===== src/rtl/fare_pkg.sv =====
// Shared definitions for the fare settlement block: FSM states, coin codes and
// the coin-code to face-value mapping.
package fare_pkg;

  typedef logic [1:0] state_t;

  localparam state_t ST_IDLE    = 2'd0;
  localparam state_t ST_COLLECT = 2'd1;
  localparam state_t ST_CHANGE  = 2'd2;
  localparam state_t ST_CLEAR   = 2'd3;

  localparam logic [1:0] COIN_1  = 2'b00;
  localparam logic [1:0] COIN_5  = 2'b01;
  localparam logic [1:0] COIN_10 = 2'b10;
  localparam logic [1:0] COIN_50 = 2'b11;

  localparam int SEAT_VIP = 4;

  function automatic logic [5:0] coin_amount(input logic [1:0] code);
    logic [5:0] amt;
    case (code)
      COIN_1:  amt = 6'd1;
      COIN_5:  amt = 6'd5;
      COIN_10: amt = 6'd10;
      default: amt = 6'd50;
    endcase
    return amt;
  endfunction

endpackage


===== src/rtl/fare_change_picker.sv =====
// Chooses the largest coin not exceeding the outstanding change and reports
// both its code and its face value.
module fare_change_picker
  import fare_pkg::*;
#(
  parameter int W = 15
) (
  input  logic [W-1:0] remainder,
  output logic [1:0]   change_value,
  output logic [5:0]   change_amount
);

  always_comb begin
    change_value = COIN_1;
    if (remainder >= W'(50))
      change_value = COIN_50;
    else if (remainder >= W'(10))
      change_value = COIN_10;
    else if (remainder >= W'(5))
      change_value = COIN_5;
    change_amount = coin_amount(change_value);
  end

endmodule


===== src/rtl/fare_settlement.sv =====
// Settles one passenger fare at a time: latch fare, collect coins, dispense
// change, clear the meter seat and add the fare to the session total.
// Optional idle-coin refund timeout is built when FARE_TIMEOUT_EN is defined.
module fare_settlement
  import fare_pkg::*;
#(
  parameter int COST_W         = 14,
  parameter int TOTAL_W        = 16,
  parameter int TIMEOUT_CYCLES = 1024
) (
  input  logic               clock,
  input  logic               reset_n,
  input  logic [COST_W-1:0]  seat_cost_0,
  input  logic [COST_W-1:0]  seat_cost_1,
  input  logic [COST_W-1:0]  seat_cost_2,
  input  logic [COST_W-1:0]  seat_cost_3,
  input  logic [COST_W-1:0]  vip_cost,
  input  logic [4:0]         exit_req,
  output logic               busy,
  output logic [COST_W-1:0]  amount_due,
  input  logic               coin_valid,
  input  logic [1:0]         coin_value,
  output logic               coin_ready,
  output logic               change_valid,
  output logic [1:0]         change_value,
  input  logic               change_ready,
  output logic [4:0]         seat_clear,
  output logic [TOTAL_W-1:0] paid_total,
  output logic               timeout_flag
);

  state_t            state;
  logic [2:0]        sel;
  logic [COST_W-1:0] fare;
  logic [COST_W:0]   credit;
  logic [COST_W:0]   remainder;
  logic              refund;

  logic [2:0]        pick_idx;
  logic [COST_W-1:0] pick_cost;
  logic              coin_accept;
  logic [COST_W:0]   fare_ext;
  logic [COST_W:0]   credit_sum;
  logic [COST_W:0]   remainder_less;
  logic [1:0]        pick_value;
  logic [5:0]        pick_amount;
  logic [TOTAL_W:0]  paid_sum;
  logic [TOTAL_W-1:0] paid_next;
  logic              timeout_hit;

  // Lowest-numbered requesting seat wins; VIP (bit 4) has the lowest priority.
  always_comb begin
    pick_idx = 3'd0;
    for (int i = SEAT_VIP; i >= 0; i--) begin
      if (exit_req[i])
        pick_idx = 3'(i);
    end
  end

  always_comb begin
    case (pick_idx)
      3'd0:    pick_cost = seat_cost_0;
      3'd1:    pick_cost = seat_cost_1;
      3'd2:    pick_cost = seat_cost_2;
      3'd3:    pick_cost = seat_cost_3;
      default: pick_cost = vip_cost;
    endcase
  end

  fare_change_picker #(.W(COST_W + 1)) u_picker (
    .remainder     (remainder),
    .change_value  (pick_value),
    .change_amount (pick_amount)
  );

  assign coin_accept    = coin_valid && (state == ST_COLLECT);
  assign fare_ext       = {1'b0, fare};
  assign credit_sum     = credit + (COST_W + 1)'(coin_amount(coin_value));
  assign remainder_less = remainder - (COST_W + 1)'(pick_amount);

  // Session total saturates instead of wrapping.
  assign paid_sum  = {1'b0, paid_total} + (TOTAL_W + 1)'(fare);
  assign paid_next = paid_sum[TOTAL_W] ? {TOTAL_W{1'b1}} : paid_sum[TOTAL_W-1:0];

  assign busy         = (state != ST_IDLE);
  assign coin_ready   = (state == ST_COLLECT);
  assign amount_due   = (state == ST_COLLECT) ? (fare - credit[COST_W-1:0]) : '0;
  assign change_valid = (state == ST_CHANGE) && (remainder != '0);
  assign change_value = change_valid ? pick_value : 2'b00;
  assign seat_clear   = (state == ST_CLEAR) ? (5'd1 << sel) : 5'd0;

`ifdef FARE_TIMEOUT_EN
  localparam int CNT_W = (TIMEOUT_CYCLES > 2) ? $clog2(TIMEOUT_CYCLES) : 1;
  logic [CNT_W-1:0] idle_cnt;

  // Counts cycles without an accepted coin while collecting.
  always_ff @(posedge clock or negedge reset_n) begin
    if (!reset_n)
      idle_cnt <= '0;
    else if ((state != ST_COLLECT) || coin_accept)
      idle_cnt <= '0;
    else
      idle_cnt <= idle_cnt + 1'b1;
  end

  assign timeout_hit  = (state == ST_COLLECT) && !coin_accept &&
                        (idle_cnt == CNT_W'(TIMEOUT_CYCLES - 1));
  assign timeout_flag = timeout_hit;
`else
  assign timeout_hit  = 1'b0;
  assign timeout_flag = 1'b0;
`endif

  always_ff @(posedge clock or negedge reset_n) begin
    if (!reset_n) begin
      state      <= ST_IDLE;
      sel        <= 3'd0;
      fare       <= '0;
      credit     <= '0;
      remainder  <= '0;
      refund     <= 1'b0;
      paid_total <= '0;
    end else begin
      case (state)
        ST_IDLE: begin
          if (|exit_req) begin
            sel       <= pick_idx;
            fare      <= pick_cost;
            credit    <= '0;
            remainder <= '0;
            refund    <= 1'b0;
            state     <= (pick_cost == '0) ? ST_CLEAR : ST_COLLECT;
          end
        end
        ST_COLLECT: begin
          if (coin_accept) begin
            credit <= credit_sum;
            if (credit_sum >= fare_ext) begin
              remainder <= credit_sum - fare_ext;
              state     <= (credit_sum == fare_ext) ? ST_CLEAR : ST_CHANGE;
            end
          end else if (timeout_hit) begin
            // Abort: whatever was inserted is handed back as change.
            remainder <= credit;
            refund    <= 1'b1;
            state     <= (credit == '0) ? ST_IDLE : ST_CHANGE;
          end
        end
        ST_CHANGE: begin
          if (change_valid && change_ready) begin
            remainder <= remainder_less;
            if (remainder_less == '0)
              state <= refund ? ST_IDLE : ST_CLEAR;
          end
        end
        default: begin
          paid_total <= paid_next;
          state      <= ST_IDLE;
        end
      endcase
    end
  end

endmodule

===== config.mk =====
export PLATFORM = sky130hd
export DESIGN_NAME = fare_settlement
export DESIGN_NICKNAME = d
export VERILOG_FILES = /design/src/rtl/fare_pkg.sv /design/src/rtl/fare_change_picker.sv /design/src/rtl/fare_settlement.sv
export SDC_FILE = /design/constraint.sdc
export NUM_CORES = 1
export LEC_CHECK = 0
export CAP_MARGIN = 20
export CORE_ASPECT_RATIO = 1.75
export CORE_MARGIN = 3
export CORE_UTILIZATION = 48
export DETAILED_ROUTE_END_ITERATION = 12
export GPL_TIMING_DRIVEN = 0
export PLACE_DENSITY_LB_ADDON = 0.25
export SLEW_MARGIN = 30
export SYNTH_ARGS = -nofsm -noshare
export SYNTH_HDL_FRONTEND = slang
export SYNTH_SLANG_ARGS = --single-unit

===== constraint.sdc =====
create_clock -name clock -period 4.3 [get_ports clock]
set_input_delay 0.43 -clock clock [delete_from_list [all_inputs] [get_ports clock]]
set_output_delay 0.43 -clock clock [all_outputs]
set_load 0.02 [all_outputs]

======== Yosys cells after proc, flatten, opt, wreduce, memory -nomap -nowiden ========
Index checks and enable logic that the tools add are counted.
cells by class
  add/subtract/negate cells ............... 5
  order comparisons ....................... 4
  eq/ne operators ......................... 16
  shifts and indexed selects .............. 1
  multiplexer cells ....................... 30
  reduce and logical (&&, ||, !) cells .... 19
operator list
  kind                                                                    number
  15-bit 2-to-1 mux                                                       5
  14-bit case mux with 4 select lines                                     1
  15-bit case mux with 3 select lines                                     1
  6-bit case mux with 3 select lines                                      2
  15-bit case mux with 2 select lines                                     1
  2-bit 2-to-1 mux                                                        9
  16-bit by 14-bit adder with 17-bit output                               1
  16-bit 2-to-1 mux                                                       1
  15-bit by 6-bit adder with 15-bit output                                1
  15-bit by 14-bit == test with 1-bit output                              1
  15-bit by 14-bit >= comparator with 1-bit output                        1
  15-bit by 3-bit >= comparator with 1-bit output, second input constant  1
  15-bit by 4-bit >= comparator with 1-bit output, second input constant  1
  15-bit by 6-bit >= comparator with 1-bit output, second input constant  1
  15-bit zero test                                                        1
  3-bit 2-to-1 mux                                                        5
  15-bit nonzero test                                                     1
  15-bit by 14-bit subtractor with 15-bit output                          1
  15-bit by 6-bit subtractor with 15-bit output                           1
  14-bit zero test                                                        1
  14-bit 2-to-1 mux                                                       1
  14-bit subtractor                                                       1
  5-bit AND reduction                                                     2
  2-bit == test, second input constant                                    4
  other kinds (18)                                                        30
word-level totals
  bits in registers ....................... 65
  input bits .............................. 81
  output and inout bits ................... 41

======== Logic depth before layout (Yosys ltp) ========
  word-level depth ........................ 11
  depth in mapped cells ................... 19
  gate-level depth less buffers ........... 18

======== Cells and area by module ========
From an unflattened synthesis, not the netlist that was laid out.
unflattened totals
  cells, all modules ...................... 780
  area, all modules ....................... 6419.9 sq um
modules (own cells, without submodules)
  module              instances  cells an instance  area an instance (sq um)  seq. area each (sq um)
  fare_settlement     1          763                6308.6                    1626.6
  fare_change_picker  1          17                 111.4                     0.0

======== Worst setup path before layout ========
No wires, ideal clock.
  path type ............................... input to register
  start ................................... in coin_value[1]
  end ..................................... reg remainder[11]
  library setup time ...................... 123 ps
  arrival ................................. 4090 ps
  data required time ...................... 4177 ps
  path slack .............................. 87 ps
  stages .................................. 16
  cell sequence ........................... inv_1 > ha_1 > fa_1 > a211oi_1 > o21bai_1 > a21oi_1 > nor4_1 > xnor2_1 > ha_1 > and3_1 > nand2_1 > nor3_1 > nor3_1 > a211oi_1 > o21ai_0 > o2bb2ai_1
between the ends
  longest elaborated chain between the ends .. 7
  elaborated cells on any way between the ends .. 12
  those cells by class .................... 2 x add/sub; 1 x order compare; 3 x eq/ne; 4 x mux; 2 x reduce/logical
ends and longest elaborated chain
  item                                            RTL line                RTL
  start, declared                                 fare_settlement.sv:22   input logic [1:0] coin_value,
  2-bit == test (tied with other cells)           fare_pkg.sv:21          case (code)
  6-bit case mux with 3 select lines (*)          fare_pkg.sv:21
  15-bit by 6-bit adder with 15-bit output (*)    fare_settlement.sv:78   assign credit_sum = credit + (COST_W + 1)'(coin_amount(coin_value));
  15-bit by 14-bit subtractor with 15-bit output  fare_settlement.sv:139  remainder <= credit_sum - fare_ext;
  15-bit 2-to-1 mux                               fare_settlement.sv:138  if (credit_sum >= fare_ext) begin
  15-bit 2-to-1 mux                               fare_settlement.sv:136  if (coin_accept) begin
  15-bit case mux with 3 select lines             fare_settlement.sv:124  case (state)
  end signal, assigned                            fare_settlement.sv:139
  end signal, assigned                            fare_settlement.sv:144  remainder <= credit;
  end signal, assigned                            fare_settlement.sv:151  remainder <= remainder_less;
  end, declared                                   fare_settlement.sv:36   logic [COST_W:0] remainder;
Mark *: on every way between the ends. The rest lies on a longest branch, timed or not. The select of a mux whose other input is x is not followed.
A chain may end at the register's enable or synchronous reset.

======== Final worst setup path ========
  start ................................... reg remainder[10]
  end ..................................... reg state[0]
between the ends
  longest elaborated chain between the ends .. 10
  elaborated cells on any way between the ends .. 18
  those cells by class .................... 1 x add/sub; 3 x order compare; 4 x eq/ne; 4 x mux; 6 x reduce/logical
ends and longest elaborated chain
  item                                                       RTL line                  RTL
  15-bit by 3-bit >= comparator with 1-bit output            fare_change_picker.sv:19  else if (remainder >= W'(5))
  1-bit 2-to-1 mux                                           fare_change_picker.sv:19
  2-bit 2-to-1 mux                                           fare_change_picker.sv:17  else if (remainder >= W'(10))
  2-bit 2-to-1 mux                                           fare_change_picker.sv:15  if (remainder >= W'(50))
  2-bit == test (tied with other cells)                      fare_pkg.sv:21
  6-bit case mux with 3 select lines                         fare_pkg.sv:21
  15-bit by 6-bit subtractor with 15-bit output              fare_settlement.sv:79     assign remainder_less = remainder - (COST_W + 1)'(pick_amount);
  15-bit zero test                                           fare_settlement.sv:152    if (remainder_less == '0)
  2-bit by 1-bit != test with 1-bit output (no source line)  --
  5-bit AND reduction (no source line) (*)                   --
  end signal, assigned                                       fare_settlement.sv:140    state <= (credit_sum == fare_ext) ? ST_CLEAR : ST_CHANGE;
  end signal, assigned                                       fare_settlement.sv:146    state <= (credit == '0) ? ST_IDLE : ST_CHANGE;
  end signal, assigned                                       fare_settlement.sv:153    state <= refund ? ST_IDLE : ST_CLEAR;
  end, declared                                              fare_settlement.sv:32     state_t state;
Mark *: on every way between the ends. The rest lies on a longest branch, timed or not.

==> out/summary.log <==
INFO  status         result_of_the_run=finished, final reports clean
INFO  clock_network  maximum_clock_insertion_buffer_count=2
INFO  global_routing global_route.peak_usage_layer=met2
INFO  sta            max-slew-margin-rel=51.19%
INFO  logic_synthesis synth_ff_type=sky130_fd_sc_hd__dfrtp_1
INFO  global_routing globalRouteMet2Util=53.10%
INFO  global_routing grt_antenna_before_repair=0
INFO  setup_path     timing.critical_path.slowest_cell_delay=0.57ns
INFO  placement      placed_cell_area=7645um2
INFO  clock_network  hold_buffers=0
INFO  route          drcViolationCount=0
INFO  floorplan      dieWidth=92.13um
INFO  setup_path     start_kind=register
INFO  floorplan      die_h=156.7um
INFO  logic_synthesis synth.largest_area_cell=sky130_fd_sc_hd__dfrtp_1
INFO  logic_synthesis netlist_top_cells_area=sky130_fd_sc_hd__dfrtp_1, sky130_fd_sc_hd__ha_1, sky130_fd_sc_hd__o21ai_0
INFO  layout         final_common_cell=sky130_fd_sc_hd__clkdlybuf4s50_1
INFO  power_and_ir_drop power_density_relative_to_cell_area=866.3nW/um2
INFO  global_routing grtUsageTotal=28.32%
INFO  clock_network  cts-root-buf=sky130_fd_sc_hd__clkbuf_16
INFO  placement      place.detailed.instances=1042
INFO  global_routing first_global_vias=6849
INFO  sta            worstMarginPinSlew=0.7219ns
INFO  logic_synthesis synth_nets=898
INFO  layout         final_cell_mix=sky130_fd_sc_hd__clkdlybuf4s50_1, sky130_fd_sc_hd__dfrtp_1, sky130_fd_sc_hd__nor2_1
INFO  setup_path     crit_path_top_delay_cell=sky130_fd_sc_hd__or4_4
INFO  logic_synthesis post_synth_instance_area=6231um2
INFO  sta            finalCriticalPeriod=4.158ns
INFO  logic_synthesis synthAdderAreaFrac=13.05%
INFO  sta            maxSlewViolCount=0
INFO  route          initialDrtViolationCount=350
INFO  logic_synthesis synth_seq_area_share=26.10%
INFO  logic_synthesis dominant_combinational_cell_family_by_area_after_synthesis=compound AO/OA/AOI/OAI gates
INFO  logic_synthesis yosysTopAreaCellShare=26.10%
INFO  layout         final_cell_count_no_fill=1067
INFO  clock_network  htree_levels=3
INFO  global_routing grt-ovfl-total=0
INFO  layout         area_delta_synth_final=32.13%
INFO  route          antenna_left=0
INFO  global_routing grt_max_degree=42
INFO  placement      place.gp.congestion=0.9494
INFO  layout         layout.filler_cells=1096
INFO  clock_network  worstSkewPairLatency=0.33ns
INFO  logic_synthesis synth_compound_gate_area_share=27.79%
INFO  logic_synthesis yosys_warn_count=0
INFO  logic_synthesis synth_cells=755
INFO  logic_synthesis synth_edf_count=0
INFO  global_routing global_routing_usage_on_met1=28.07%
INFO  layout         count_of_antenna_diodes_in_the_layout=0
INFO  worst_hold_path hold_path_class=in2async
INFO  sta            fin_worst_skew=0.01078ns
INFO  logic_synthesis synthXorXnorAreaFrac=6.747%
INFO  sta            timing.fmax=240.5MHz
INFO  placement      dp_hpwl=16130um
INFO  power_and_ir_drop vdd_ir_drop_max=486.6uV
INFO  global_routing grt_use_met3=3.992%
INFO  logic_synthesis synth.distinct_cells=67
INFO  layout         drive_above_1_share=10.01%
INFO  layout         layout.nets=1038
INFO  route          dr_total_vias=6617
INFO  setup_path     worstPathCellList=or4_4 -> or3_4 -> a31oi_2 -> ha_1 -> or4_1 -> o21ai_2 -> xor2_1 -> or4b_4 -> nor4_4 -> o21ai_2 -> mux2_2
INFO  logic_synthesis synthArstFlopShare=100.0%
INFO  clock_network  tritoncts_clock_tree=done
INFO  sta            final-setup-viol-count=0
INFO  setup_path     critPathMaxFanout=7
INFO  setup_path     library_cell_appearing_most_often_on_the_critical_path=sky130_fd_sc_hd__o21ai_2
INFO  floorplan      rows=54
INFO  layout         post-route-cell-area=8233um2
INFO  power_and_ir_drop static-leakage-power=0.003401uW
INFO  setup_path     setup.worst_path.class=reg2reg
INFO  logic_synthesis ys_ff_latch=65
INFO  route          totalWireLength=20520um
INFO  run            cap_viol_max_count=0
INFO  global_routing grt_first_pass_wirelength=32880um
INFO  floorplan      starting_utilization_of_the_core_area=49.58%
INFO  power_and_ir_drop fin_total_pwr=7132uW
INFO  sta            finalHoldViolations=0
INFO  sta            grt_setup_unrepaired=no
INFO  placement      port_buffers=118
INFO  logic_synthesis synth-simple-area-share=18.51%
INFO  route          dr_pass1_iterations=6
INFO  setup_path     critical_path_required=4.51ns
INFO  logic_synthesis syn_area_per_cell=8.253um2
INFO  clock_network  path_clk_slew=0.06ns
INFO  setup_path     crit_path_end_kind=register
INFO  route          vias_per_cell=6.201
INFO  route          wl_per_cell=19.23um
INFO  sta            min_period_over_period=96.70%
INFO  floorplan      core-area=12570um2
INFO  floorplan      io_pins=122
INFO  setup_path     arrival=4.37ns
INFO  logic_synthesis synth.mux.area_fraction=2.349%
INFO  clock_network  cts-buffers-inserted=9
INFO  clock_network  clock-sinks=65
INFO  floorplan      die-area=14440um2
INFO  sta            hold-worst-slack=0.01122ns
==> metal layers <==
metal	wire length, um	up-vias
met5	0	-
met4	1436	0
met3	1146	76
met2	10650	322
met1	7286	3124
li1	-	3095
==> path summary, 6_finish.rpt <==
path,slack [ns],from,cells past startpoint,end
max reg2reg,0.14,remainder[10],11,state[0]
max in group asynchronous,3.73,reset_n,2,credit[4]
min reg2reg,0.50,credit[14],1,credit[14]
min,0.01,reset_n,1,paid_total[2]
min in group clock,0.50,credit[14],1,credit[14]
max,0.14,remainder[10],11,state[0]
==> critical path: cells and delay by family, from the launching register on <==
kind	cells	cell delay, ns
and+or+nand+nor	5	2.33
AOI/OAI and AO/OA	3	0.50
DFF	1	0.45
adders and majority gates	1	0.36
muxes	1	0.29
xor gates and xnor gates	1	0.11
==> flip-flops by register name, indices dropped and copies added, names as in the netlist <==
register,cells
sel,3
remainder,15
credit,15
paid_total,16
state,2
fare,14
==> report_power, final <==
group          switching (uW)  leakage (uW)  total (uW)  internal [uW]
Combinational            2860       0.00242        5120           2260
Sequential                356      0.000818        1200            844
Clock                     276      0.000158         813            537
Total                    3490       0.00340        7130           3640
==> kinds of logic after synthesis <==
kind of cell | Yosys count
and+or+nand+nor | 225
muxes | 13
xor gates and xnor gates | 48
other | 1
DFF | 65
buffers and inverters | 85
adders and majority gates | 62
AOI/OAI and AO/OA | 256
==> repair_timing <==
action,4_1_cts,5_1_grt
setup buffers,7,3
pin swaps,8,7
setup endpoints to repair,18,18
gates resized for setup,18,25
==> Yosys cell counts, types with 9 or more instances <==
cell type / number
sky130_fd_sc_hd__o22a_1: 14
sky130_fd_sc_hd__nor2_1: 63
sky130_fd_sc_hd__clkbuf_1: 20
sky130_fd_sc_hd__a21oi_1: 43
sky130_fd_sc_hd__ha_1: 57
sky130_fd_sc_hd__a211oi_1: 10
sky130_fd_sc_hd__xnor2_1: 33
sky130_fd_sc_hd__o31ai_1: 10
sky130_fd_sc_hd__dfrtp_1: 65
sky130_fd_sc_hd__a222oi_1: 11
sky130_fd_sc_hd__a21o_1: 12
sky130_fd_sc_hd__nand2b_1: 9
sky130_fd_sc_hd__a31oi_1: 23
sky130_fd_sc_hd__nand3_1: 16
sky130_fd_sc_hd__o21a_1: 13
sky130_fd_sc_hd__nor2b_1: 16
sky130_fd_sc_hd__nand2_1: 43
sky130_fd_sc_hd__mux2_2: 13
sky130_fd_sc_hd__inv_1: 56
sky130_fd_sc_hd__o21ai_0: 61
sky130_fd_sc_hd__xor2_1: 15
sky130_fd_sc_hd__nor3_1: 18
sky130_fd_sc_hd__a32oi_1: 13
==> per-stage QoR <==
step,setup slack [ns],utilization (%),setup TNS (ns)
floorplan,0.08688,-,0
global placement,-1.415,60.65,-20.04
CTS,0.01815,64.45,0
detailed placement,-1.149,60.83,-17.76
global route,0.002481,65.51,0
finish,0.1421,65.51,0
==> cell type report <==
type | instances | area, um2 | area share [%]
plain buffers | 28 | 121.4 | 1.474
clock buffers | 11 | 252.7 | 3.070
clock inverters | 4 | 76.32 | 0.9271
inverters | 57 | 214.0 | 2.599
multi-input cells | 605 | 4456 | 54.12
flip-flops and latches | 65 | 1628 | 19.77
well taps | 168 | 210.2 | 2.553
repair buffers | 129 | 1275 | 15.49
(Power assumes the default switching activity.)
